**config.mk**
```make
export PLATFORM = sky130hd
export DESIGN_NAME = neuron_requant
export DESIGN_NICKNAME = d
export VERILOG_FILES = /design/src/rtl/neuron_requant.sv
export SDC_FILE = /design/constraint.sdc
export NUM_CORES = 1
export LEC_CHECK = 0
export ABC_AREA = 1
export CORE_ASPECT_RATIO = 1.5
export CORE_UTILIZATION = 48
export CTS_BUF_LIST = sky130_fd_sc_hd__clkbuf_4
export DETAILED_ROUTE_END_ITERATION = 16
export MAX_ROUTING_LAYER = met4
export PLACE_DENSITY = 0.77
export SLEW_MARGIN = 20
export SYNTH_ARGS = -nofsm -noshare
export SYNTH_HDL_FRONTEND = slang
export SYNTH_SLANG_ARGS = --single-unit
export TNS_END_PERCENT = 10
```
**constraint.sdc**
```tcl
create_clock -name clk -period 8.8 [get_ports clk]
set_clock_uncertainty 0.1 [all_clocks]
set_input_delay 2.2 -clock clk [delete_from_list [all_inputs] [get_ports clk]]
set_output_delay 2.2 -clock clk [all_outputs]
set_load 0.03 [all_outputs]
```
**src/rtl/neuron_requant.sv**
```systemverilog
// Neuron requantizer: accumulates a frame of adder totals, adds bias, round-shifts and
// saturates to an OUT_W activation. Optional feature macro: NEURON_RELU_EN (ReLU clamp at zero).
//
// state  | meaning
// IDLE   | waiting for first beat of a frame
// ACCUM  | summing beats until in_last
// ROUND  | one cycle: bias, round, shift, clamp
// OUTPUT | holding result until out_ready
module neuron_requant #(
  parameter int IN_W  = 17,
  parameter int ACC_W = 24,
  parameter int OUT_W = 8,
  parameter int SH_W  = 4
) (
  input  logic                    clk,
  input  logic                    rst_n,
  input  logic                    in_valid,
  output logic                    in_ready,
  input  logic signed [IN_W-1:0]  in_total,
  input  logic                    in_last,
  input  logic signed [15:0]      bias,
  input  logic        [SH_W-1:0]  shift,
  output logic                    out_valid,
  input  logic                    out_ready,
  output logic signed [OUT_W-1:0] out_data,
  output logic                    out_sat,
  output logic                    busy
);

  typedef enum logic [1:0] {IDLE, ACCUM, ROUND, OUTPUT} state_t;

  localparam int OMAX = 2**(OUT_W-1) - 1;
  localparam int OMIN = -(2**(OUT_W-1));
  localparam logic signed [ACC_W:0]   SUM_MAX = (ACC_W+1)'(OMAX);
  localparam logic signed [ACC_W:0]   SUM_MIN = (ACC_W+1)'(OMIN);
  localparam logic signed [ACC_W-1:0] ACC_MAX = {1'b0, {(ACC_W-1){1'b1}}};
  localparam logic signed [ACC_W-1:0] ACC_MIN = {1'b1, {(ACC_W-1){1'b0}}};

  state_t state_q, state_d;

  logic signed [ACC_W-1:0] acc;
  logic                    acc_ovf;
  logic signed [15:0]      bias_q;
  logic        [SH_W-1:0]  shift_q;
  logic                    rdy_en;

  logic                    accept;
  logic signed [ACC_W:0]   in_ext;
  logic signed [ACC_W:0]   acc_ext;
  logic signed [ACC_W:0]   acc_sum;
  logic                    sum_ovf;
  logic signed [ACC_W-1:0] acc_sat;
  logic signed [ACC_W:0]   bias_ext;
  logic        [ACC_W:0]   rnd;
  logic signed [ACC_W:0]   round_sum;
  logic signed [ACC_W:0]   shifted;
  logic signed [OUT_W-1:0] res_data;
  logic                    res_clamp;

  // in_ready stays low until the first clock after reset release
  assign in_ready = rdy_en && ((state_q == IDLE) || (state_q == ACCUM));
  assign busy     = (state_q != IDLE);
  assign accept   = in_valid && in_ready;

  assign in_ext   = {{(ACC_W+1-IN_W){in_total[IN_W-1]}}, in_total};
  assign acc_ext  = {acc[ACC_W-1], acc};
  assign acc_sum  = acc_ext + in_ext;
  assign sum_ovf  = acc_sum[ACC_W] ^ acc_sum[ACC_W-1];
  assign acc_sat  = sum_ovf ? (acc_sum[ACC_W] ? ACC_MIN : ACC_MAX) : acc_sum[ACC_W-1:0];

  assign bias_ext  = {{(ACC_W+1-16){bias_q[15]}}, bias_q};
  assign rnd       = (shift_q == '0) ? '0 : ({{ACC_W{1'b0}}, 1'b1} << (shift_q - 1'b1));
  assign round_sum = acc_ext + bias_ext + $signed(rnd);
  assign shifted   = round_sum >>> shift_q;

  always_comb begin
    res_data  = '0;
    res_clamp = 1'b0;
`ifdef NEURON_RELU_EN
    if (shifted < 0) begin
      res_data  = '0;
      res_clamp = 1'b0;
    end else if (shifted > SUM_MAX) begin
      res_data  = OUT_W'(OMAX);
      res_clamp = 1'b1;
    end else begin
      res_data  = shifted[OUT_W-1:0];
    end
`else
    if (shifted > SUM_MAX) begin
      res_data  = OUT_W'(OMAX);
      res_clamp = 1'b1;
    end else if (shifted < SUM_MIN) begin
      res_data  = OUT_W'(OMIN);
      res_clamp = 1'b1;
    end else begin
      res_data  = shifted[OUT_W-1:0];
    end
`endif
  end

  always_ff @(posedge clk or negedge rst_n) begin
    if (!rst_n) state_q <= IDLE;
    else        state_q <= state_d;
  end

  always_comb begin
    state_d = state_q;
    case (state_q)
      IDLE:    if (accept) state_d = in_last ? ROUND : ACCUM;
      ACCUM:   if (accept && in_last) state_d = ROUND;
      ROUND:   state_d = OUTPUT;
      OUTPUT:  if (out_ready) state_d = IDLE;
      default: state_d = IDLE;
    endcase
  end

  always_ff @(posedge clk or negedge rst_n) begin
    if (!rst_n) begin
      acc       <= '0;
      acc_ovf   <= 1'b0;
      bias_q    <= '0;
      shift_q   <= '0;
      rdy_en    <= 1'b0;
      out_valid <= 1'b0;
      out_data  <= '0;
      out_sat   <= 1'b0;
    end else begin
      rdy_en <= 1'b1;
      case (state_q)
        IDLE: begin
          if (accept) begin
            acc     <= in_ext[ACC_W-1:0];
            acc_ovf <= 1'b0;
            if (in_last) begin
              bias_q  <= bias;
              shift_q <= shift;
            end
          end
        end
        ACCUM: begin
          if (accept) begin
            acc <= acc_sat;
            if (sum_ovf) acc_ovf <= 1'b1;
            if (in_last) begin
              bias_q  <= bias;
              shift_q <= shift;
            end
          end
        end
        ROUND: begin
          out_data  <= res_data;
          out_sat   <= res_clamp || acc_ovf;
          out_valid <= 1'b1;
        end
        OUTPUT: begin
          if (out_ready) begin
            out_valid <= 1'b0;
            acc       <= '0;
            acc_ovf   <= 1'b0;
          end
        end
        default: ;
      endcase
    end
  end

endmodule

```
==> summary.md, run 1 <==
The run finished with clean final reports. The worst setup path is captured at a flip-flop. The die is 153.1 um tall. For this block, the routed nets add up to 19.43 mm of wire.

The maximum fanout along the worst path was 19; the overall routing resource usage was 27.12%. Global routing finished with a remaining overflow of 0. The worst-skew pair later-pin latency was 450 ps; the post-CTS setup buffer count was 0. The routed layout has 7518 vias. Yosys instantiated no cell more often than sky130_fd_sc_hd__nand2_1. The tightest min-delay check is of the flip-flop to flip-flop type. Of all flip-flops after synthesis, the portion carrying an async set or reset was 100.0%. Counting flops and latches in the post-synthesis netlist gives 58.

The logs give 0 for the number of endpoints with negative hold slack in the final report and 177.5 MHz for the maximum operating frequency. Entering global routing, the biggest net connects 59 pins. The number of placement rows was 54; the signal arrival time at the worst endpoint was 5870 ps.

For the required time of the critical path, the log shows 9040 ps. The logs give 7286 for the number of global-route vias before repair and 0 for the total of endpoints with negative setup slack in the final report. The count of boundary I/O pins came out at 54. The post-route minimum period is 5634 ps, and the mean instance size in the synthesized netlist is 6.281 um2. From synthesis to final layout, the design area changed by 11.58%.

The post-route clock period utilization is 64.02%. Setup repair after global routing left no endpoint under its margin. The tools report the last weighted congestion value of the routability-driven placer as 0.9705.

The initial cell density of the core came out at 49.59%. The run gives 0 as the residual DRC count. The run gives 0 as the number of maximum-capacitance constraint violations. In the routed layout, each cell is associated on average with a via count of 5.355. During placement, the flow inserted port buffers numbering 53. After the flow finishes, the layout carries non-filler instances totaling 1404. The net count reported at finish came out at 1321.

The critical path is of the flip-flop to flip-flop type. The detailed placement HPWL came out at 16.08 mm. The number of antenna violations at the first check in global routing is 1, and the total of fill cells in the finished design is 1558. Cells with a size suffix above 1 make up 5.054% of the layout. The primary flip-flop cell chosen by synthesis mapping is sky130_fd_sc_hd__dfrtp_1. The worst setup path is launched from a flip-flop. The clock-pin slew of the registers on the worst-case setup and hold paths came out at 110 ps. The root buffer cell was sky130_fd_sc_hd__clkbuf_4. The logs give 0 for the count of pins over their slew limit and 0 for the number of buffers added to fix hold violations after cts. The number of synthesized flops with an enable pin was 0; the floorplan die area was 15730 um2. In this run, placement finished with an instance count of 1387. The core region is 14730 um2. The cell area that synthesis handed to floorplanning was 7305 um2.

Before antenna repair, the detailed router went through 5 iterations. The biggest area contributor in the post-synthesis netlist is sky130_fd_sc_hd__dfrtp_1. From left edge to right edge, the die measures 102.7 um. The clock net in this run drives a total of 58 sinks. In the synthesized netlist, the cells that appear most often are 334 x sky130_fd_sc_hd__nand2_1, 165 x sky130_fd_sc_hd__inv_1, 159 x sky130_fd_sc_hd__nand3_1. Counting every instance in the synthesized netlist gives 1163.

The first global-routing pass estimated 32.63 mm of wire. For the number of buffers added by the clock tree synthesis step, the log shows 9. Yosys printed 0 warnings. By area the synthesized netlist is led by sky130_fd_sc_hd__dfrtp_1 20%, sky130_fd_sc_hd__nand2_1 17%, sky130_fd_sc_hd__nand3_1 11%, sky130_fd_sc_hd__ha_1 10%, sky130_fd_sc_hd__inv_1 8.5%. For this block, the initial DRC count from the detailed router was 329. No sink is reached through more buffers than the 2 on the longest clock path.

The setup TNS after final layout was 0 ps; the final routed wire length divided by cell count was 13.84 um. The tools report the post-cts gate resize count as 0. Number of distinct standard cells referenced by the synthesized netlist: 47. The H-tree generated during clock tree synthesis spans 3 levels. In this run the remaining antenna-violating nets after routing total 0. Once layout is complete, the utilization of the core stands at 55.33%. Top cell type's share of synthesized area: 19.87%. TritonCTS built the clock tree. In this run the tightest slew margin relative to its limit is 37.85%.

Sequential elements use 19.87% of the synthesized area. For the pin with the worst max-slew slack, the measured transition is 931.2 ps.
## worst max-delay path, stage by stage, from the launching register on
cell	delay (ps)
sky130_fd_sc_hd__dfrtp_1	730
sky130_fd_sc_hd__clkinv_1	620
sky130_fd_sc_hd__nor2_1	670
sky130_fd_sc_hd__inv_1	220
sky130_fd_sc_hd__nor2_1	190
sky130_fd_sc_hd__fa_1	440
sky130_fd_sc_hd__ha_1	410
sky130_fd_sc_hd__nand2_1	80
sky130_fd_sc_hd__nor2_1	150
sky130_fd_sc_hd__nand2_1	70
sky130_fd_sc_hd__nand3_1	200
sky130_fd_sc_hd__nand2_1	140
sky130_fd_sc_hd__nand3_1	120
sky130_fd_sc_hd__nand2_1	80
sky130_fd_sc_hd__nand3_1	100
sky130_fd_sc_hd__nand3_1	110
sky130_fd_sc_hd__nand3_1	160
sky130_fd_sc_hd__nand3_1	130
sky130_fd_sc_hd__nand2_1	120
sky130_fd_sc_hd__and2_1	120
sky130_fd_sc_hd__nand2_1	50
sky130_fd_sc_hd__nor2_1	100
sky130_fd_sc_hd__nand2_1	90
sky130_fd_sc_hd__nand2_4	110
sky130_fd_sc_hd__nand2_1	60
sky130_fd_sc_hd__nor2_1	100
sky130_fd_sc_hd__nor2_1	50
## cells in the final DEF (no fill, tap or decap), types with 5 or more instances in the layout
cell type,Yosys,final
sky130_fd_sc_hd__nand3_1,159,159
sky130_fd_sc_hd__xnor2_1,10,10
sky130_fd_sc_hd__nand2_2,11,11
sky130_fd_sc_hd__nand2_1,334,334
sky130_fd_sc_hd__buf_4,2,6
sky130_fd_sc_hd__inv_1,165,165
sky130_fd_sc_hd__ha_1,59,59
sky130_fd_sc_hd__nand3b_1,5,5
sky130_fd_sc_hd__clkdlybuf4s50_1,0,52
sky130_fd_sc_hd__xor2_1,19,19
sky130_fd_sc_hd__a21oi_1,73,73
sky130_fd_sc_hd__fa_1,18,18
sky130_fd_sc_hd__o211ai_1,8,8
sky130_fd_sc_hd__nor2_2,4,6
sky130_fd_sc_hd__nor3_1,6,6
sky130_fd_sc_hd__clkbuf_4,0,10
sky130_fd_sc_hd__nor2_1,71,69
sky130_fd_sc_hd__nand4_1,8,8
sky130_fd_sc_hd__o21ai_0,60,60
sky130_fd_sc_hd__inv_2,5,5
sky130_fd_sc_hd__a22oi_1,13,13
sky130_fd_sc_hd__dfrtp_1,58,58
## through the flow
stage               cell area, um2  hold WS [ps]  worst slack [ps]
global placement              7989         361.6              2875
CTS                           8145         395.2              3157
detailed placement            7989         365.7              2803
global route                  8150         420.6              2640
floorplan                     7308         391.0              4233
finish                        8150         389.2              3166
## final cells by class
class                      count  area [um2]  area share (%)
antenna                        1       2.502         0.03070
clock buffer                  10       75.07          0.9211
inverter                     173       651.9           7.998
timing repair buffer          59       570.5           7.000
sequential                    58        1451           17.81
multi-input combinational    901        5072           62.24
clock inverter                 6       81.33          0.9979
tap                          196       245.2           3.009
## worst paths after layout
path | end | start | slack (ps) | cells after the start
worst max-delay path | out_sat$_DFFE_PN0P_ | shift_q[2]$_DFFE_PN0P_ | 3170 | 26
worst min-delay path | out_data[1]$_DFFE_PN0P_ | out_data[1]$_DFFE_PN0P_ | 390 | 2
worst max register to register | out_sat$_DFFE_PN0P_ | shift_q[2]$_DFFE_PN0P_ | 3170 | 26
worst min register to register | out_data[1]$_DFFE_PN0P_ | out_data[1]$_DFFE_PN0P_ | 390 | 2
max in group asynchronous | bias_q[11]$_DFFE_PN0P_ | rst_n | 6290 | 2
min in group asynchronous | bias_q[5]$_DFFE_PN0P_ | rst_n | 1770 | 2
## sequential cells by signal (all words and copies together), names as in the netlist
signal	flops
acc	24
bias_q	16
out_sat	1
shift_q	4
out_valid	1
acc_ovf	1
state_q	2
rdy_en	1
out_data	8
## per-layer routing
| metal | up-vias | GRT usage, % | routed length (um) |
|---|---|---|---|
| met2 | 194 | 47.11 | 10050 |
| li1 | 3857 | - | - |
| met3 | 65 | 3.658 | 640 |
| met1 | 3402 | 29.97 | 7881 |
| met5 | - | - | 0 |
| met4 | 0 | 12.45 | 853 |
## logic make-up after synthesis
kind of cell	after synthesis	share of synthesized area, %
compound gates	169	12.76
xor+xnor	29	3.477
fa+ha+maj	77	15.04
buf+inv	205	10.81
flops	58	19.87
mux	6	0.8907
other cells	1	0.05134
simple gates	618	37.10
Power of run 1 is left out: the tool's default activity adds up to more than one toggle a clock period on the data nets, which glitch-free logic cannot reach.
==> run 2: changes to the inputs <==
- PLACE_DENSITY: 0.77 -> 0.8
- clock period: 8.8 -> 4.73 ns (I/O delays scaled with it)
==> summary.md, run 2 (synthesis gave the netlist of run 1 again) <==
The run finished with clean final reports. The utilization of the core after routing was 55.95%; the post-cts gate resize count was 0. The worst-skew pair later-pin latency was 420 ps; the initial cell density of the core was 49.59%.

Setup violations remaining at the end of the flow were counted as 0. The run gives 0 as the post-CTS setup buffer count. The initialized floorplan defines 54 standard-cell rows. The total overflow left after global routing is 0. The library cell used most frequently in the layout, excluding fill and tap cells, is sky130_fd_sc_hd__nand2_1. The count of buffers added on input and output ports is 53.

The logs give 0 for the number of endpoints with negative hold slack in the final report and 94.08 ps for the setup slack after placement. Root buffer cell: sky130_fd_sc_hd__clkbuf_4. The final layout contains 1334 nets. For the floorplan die area, the log shows 15730 um2. In this run the worst path has a maximum fanout of 19. Measured against its own limit, the worst slew margin works out to 35.76%.

The cell depth of the worst hold path was 2. After routing the design area is 8242 um2. Summing all multi-input logic gate instances after layout gives 5072 um2. Hold repair after CTS inserted 0 buffers. In this run the worst hold path is classified as flip-flop to flip-flop.

TritonCTS built the clock tree. Clock-pin slew was measured on the worst setup and hold paths at 120 ps. During I/O placement, the number of pins put on the boundary was 54.

Wires add up to 19.69 mm. The final route contains 7590 vias. For the pin with the worst max-slew slack, the measured transition is 962.5 ps. Counting the fill cells in the layout gives 1521.

The tools report the capturing element type of the critical path as a flip-flop. The routed design could run at a clock period as short as 4301 ps. Once routing completed, OpenROAD measured the worst setup slack at 429.3 ps.

The flip-flop count of the largest register after layout is 24, and the number of global-route vias before repair is 7529. The die outline width was 102.7 um. In the final layout, the registers with the most flip-flops are acc (24), bias_q (16), out_data (8).

Number of buffers added by the clock tree synthesis step: 9. Data on the critical path is required at its endpoint by 4970 ps. The depth of the worst register-to-register path is 25. Floorplan die height: 153.1 um. The final routed wire length divided by cell count came out at 13.90 um. Compared with the post-synthesis result, the final layout area differs by 12.83%.

The critical path is of the flip-flop to flip-flop type. The wire length of the first global-routing pass was 33.43 mm; the ratio of routed vias to standard cells was 5.360. The number of iterations in the first detailed-routing pass was 6; the maximum operating frequency was 232.5 MHz. The logs give 0 for the number of maximum-capacitance constraint violations and 14730 um2 for the area of the core. The count of pins over their slew limit is 0. Type of element launching the critical path: a flip-flop.

Register ranked first by flip-flop count: acc. The number of antenna violations at the first check in global routing came out at 1. Leaving out fill and tap cells, the most frequent cells in the layout are 334 x sky130_fd_sc_hd__nand2_1, 165 x sky130_fd_sc_hd__inv_1, 159 x sky130_fd_sc_hd__nand3_1, 73 x sky130_fd_sc_hd__a21oi_1, 69 x sky130_fd_sc_hd__nor2_1. Detailed placement ended at an HPWL of 16.59 mm.

CTS built an H-tree with a depth of 3. The total clock sinks was 58. Setup repair after global routing left no endpoint under its margin. The worst path uses 90.92% of the clock period. The tools report the placed cell area as 8089 um2. The congestion estimate from routability-driven global placement came to 0.9849. Of the cells placed in the final design, the portion with a size suffix greater than 1 is 6.153%. The detail route stage leaves a number of antenna-violating nets equal to 0. The signal arrival time at the worst endpoint is 4540 ps, and the DRC violation total after the first TritonRoute iteration is 339. Across every metal layer, demand over resource in global routing totals 27.74%. Entering global routing, the biggest net connects 43 pins.

The area used by sequential logic in the layout was 1451 um2. After detailed routing, the number of remaining DRC violations is 0. No sink is reached through more buffers than the 2 on the longest clock path.
-- run 2: cell types whose count changed in the layout (fill, tap and decap cells not counted), sizes merged --
cell	before	now
clkinv	6	5
clkbuf	10	9
buf	7	20
clkinvlp	0	1
-- run 2: path summary, 6_finish.rpt --
check / from / endpoint / slack, ps
worst max-delay path: shift_q[3]$_DFFE_PN0P_ / out_sat$_DFFE_PN0P_ / 430
worst min-delay path: out_data[1]$_DFFE_PN0P_ / out_data[1]$_DFFE_PN0P_ / 390
worst max register to register: shift_q[3]$_DFFE_PN0P_ / out_sat$_DFFE_PN0P_ / 430
worst min register to register: out_data[1]$_DFFE_PN0P_ / out_data[1]$_DFFE_PN0P_ / 390
max in group asynchronous: rst_n / bias_q[12]$_DFFE_PN0P_ / 2960
min in group asynchronous: rst_n / out_data[4]$_DFFE_PN0P_ / 760
-- run 2: per-stage QoR --
stage | hold slack (ps) | TNS (ps) | instances
2_1_floorplan | 391.0 | 0 | 1164
3_3_place_gp | 361.9 | -3811 | 1400
3_5_place_dp | 365.1 | 0 | 1400
4_1_cts | 396.8 | 0 | 1415
5_1_grt | 424.2 | 0 | 1416
6_report | 392.0 | 0 | 1416
-- run 2: final cells by class --
class | instances | area share, %
diodes | 1 | 0.03036
clock buffers | 9 | 0.8198
clock inverters | 6 | 1.002
inverters | 173 | 7.910
multi-input cells | 901 | 61.55
flip-flops and latches | 58 | 17.61
well taps | 196 | 2.976
repair buffers | 72 | 8.107
-- run 2: layer usage --
layer,vias up,part of all wire (%),global-route usage [%]
met2,209,53,50.03
li1,3885,-,-
met5,-,0,-
met4,0,4.2,12.79
met3,57,3.7,3.384
met1,3439,39,29.19
-- run 2: worst max-delay path, stage by stage, from the launching register on --
cell and delay, ps:
sky130_fd_sc_hd__dfrtp_1 450, sky130_fd_sc_hd__buf_4 230, sky130_fd_sc_hd__nor2_1 120, sky130_fd_sc_hd__buf_4 170, sky130_fd_sc_hd__inv_1 100, sky130_fd_sc_hd__nor2_1 150, sky130_fd_sc_hd__fa_1 440, sky130_fd_sc_hd__ha_1 420
sky130_fd_sc_hd__nor2_1 90, sky130_fd_sc_hd__a21oi_1 330, sky130_fd_sc_hd__nand3b_1 190, sky130_fd_sc_hd__nand3_1 120, sky130_fd_sc_hd__nand2_1 90, sky130_fd_sc_hd__nand3_1 140, sky130_fd_sc_hd__nand3_1 110, sky130_fd_sc_hd__nand3_1 140
sky130_fd_sc_hd__nand3_1 110, sky130_fd_sc_hd__nand2_1 90, sky130_fd_sc_hd__and2_1 120, sky130_fd_sc_hd__nand2_1 40, sky130_fd_sc_hd__nor2_1 90, sky130_fd_sc_hd__nand2_1 90, sky130_fd_sc_hd__nand2_4 110, sky130_fd_sc_hd__nand2_1 60
sky130_fd_sc_hd__nor2_1 100, sky130_fd_sc_hd__nor2_1 40
Power of run 2 is left out for the same reason.
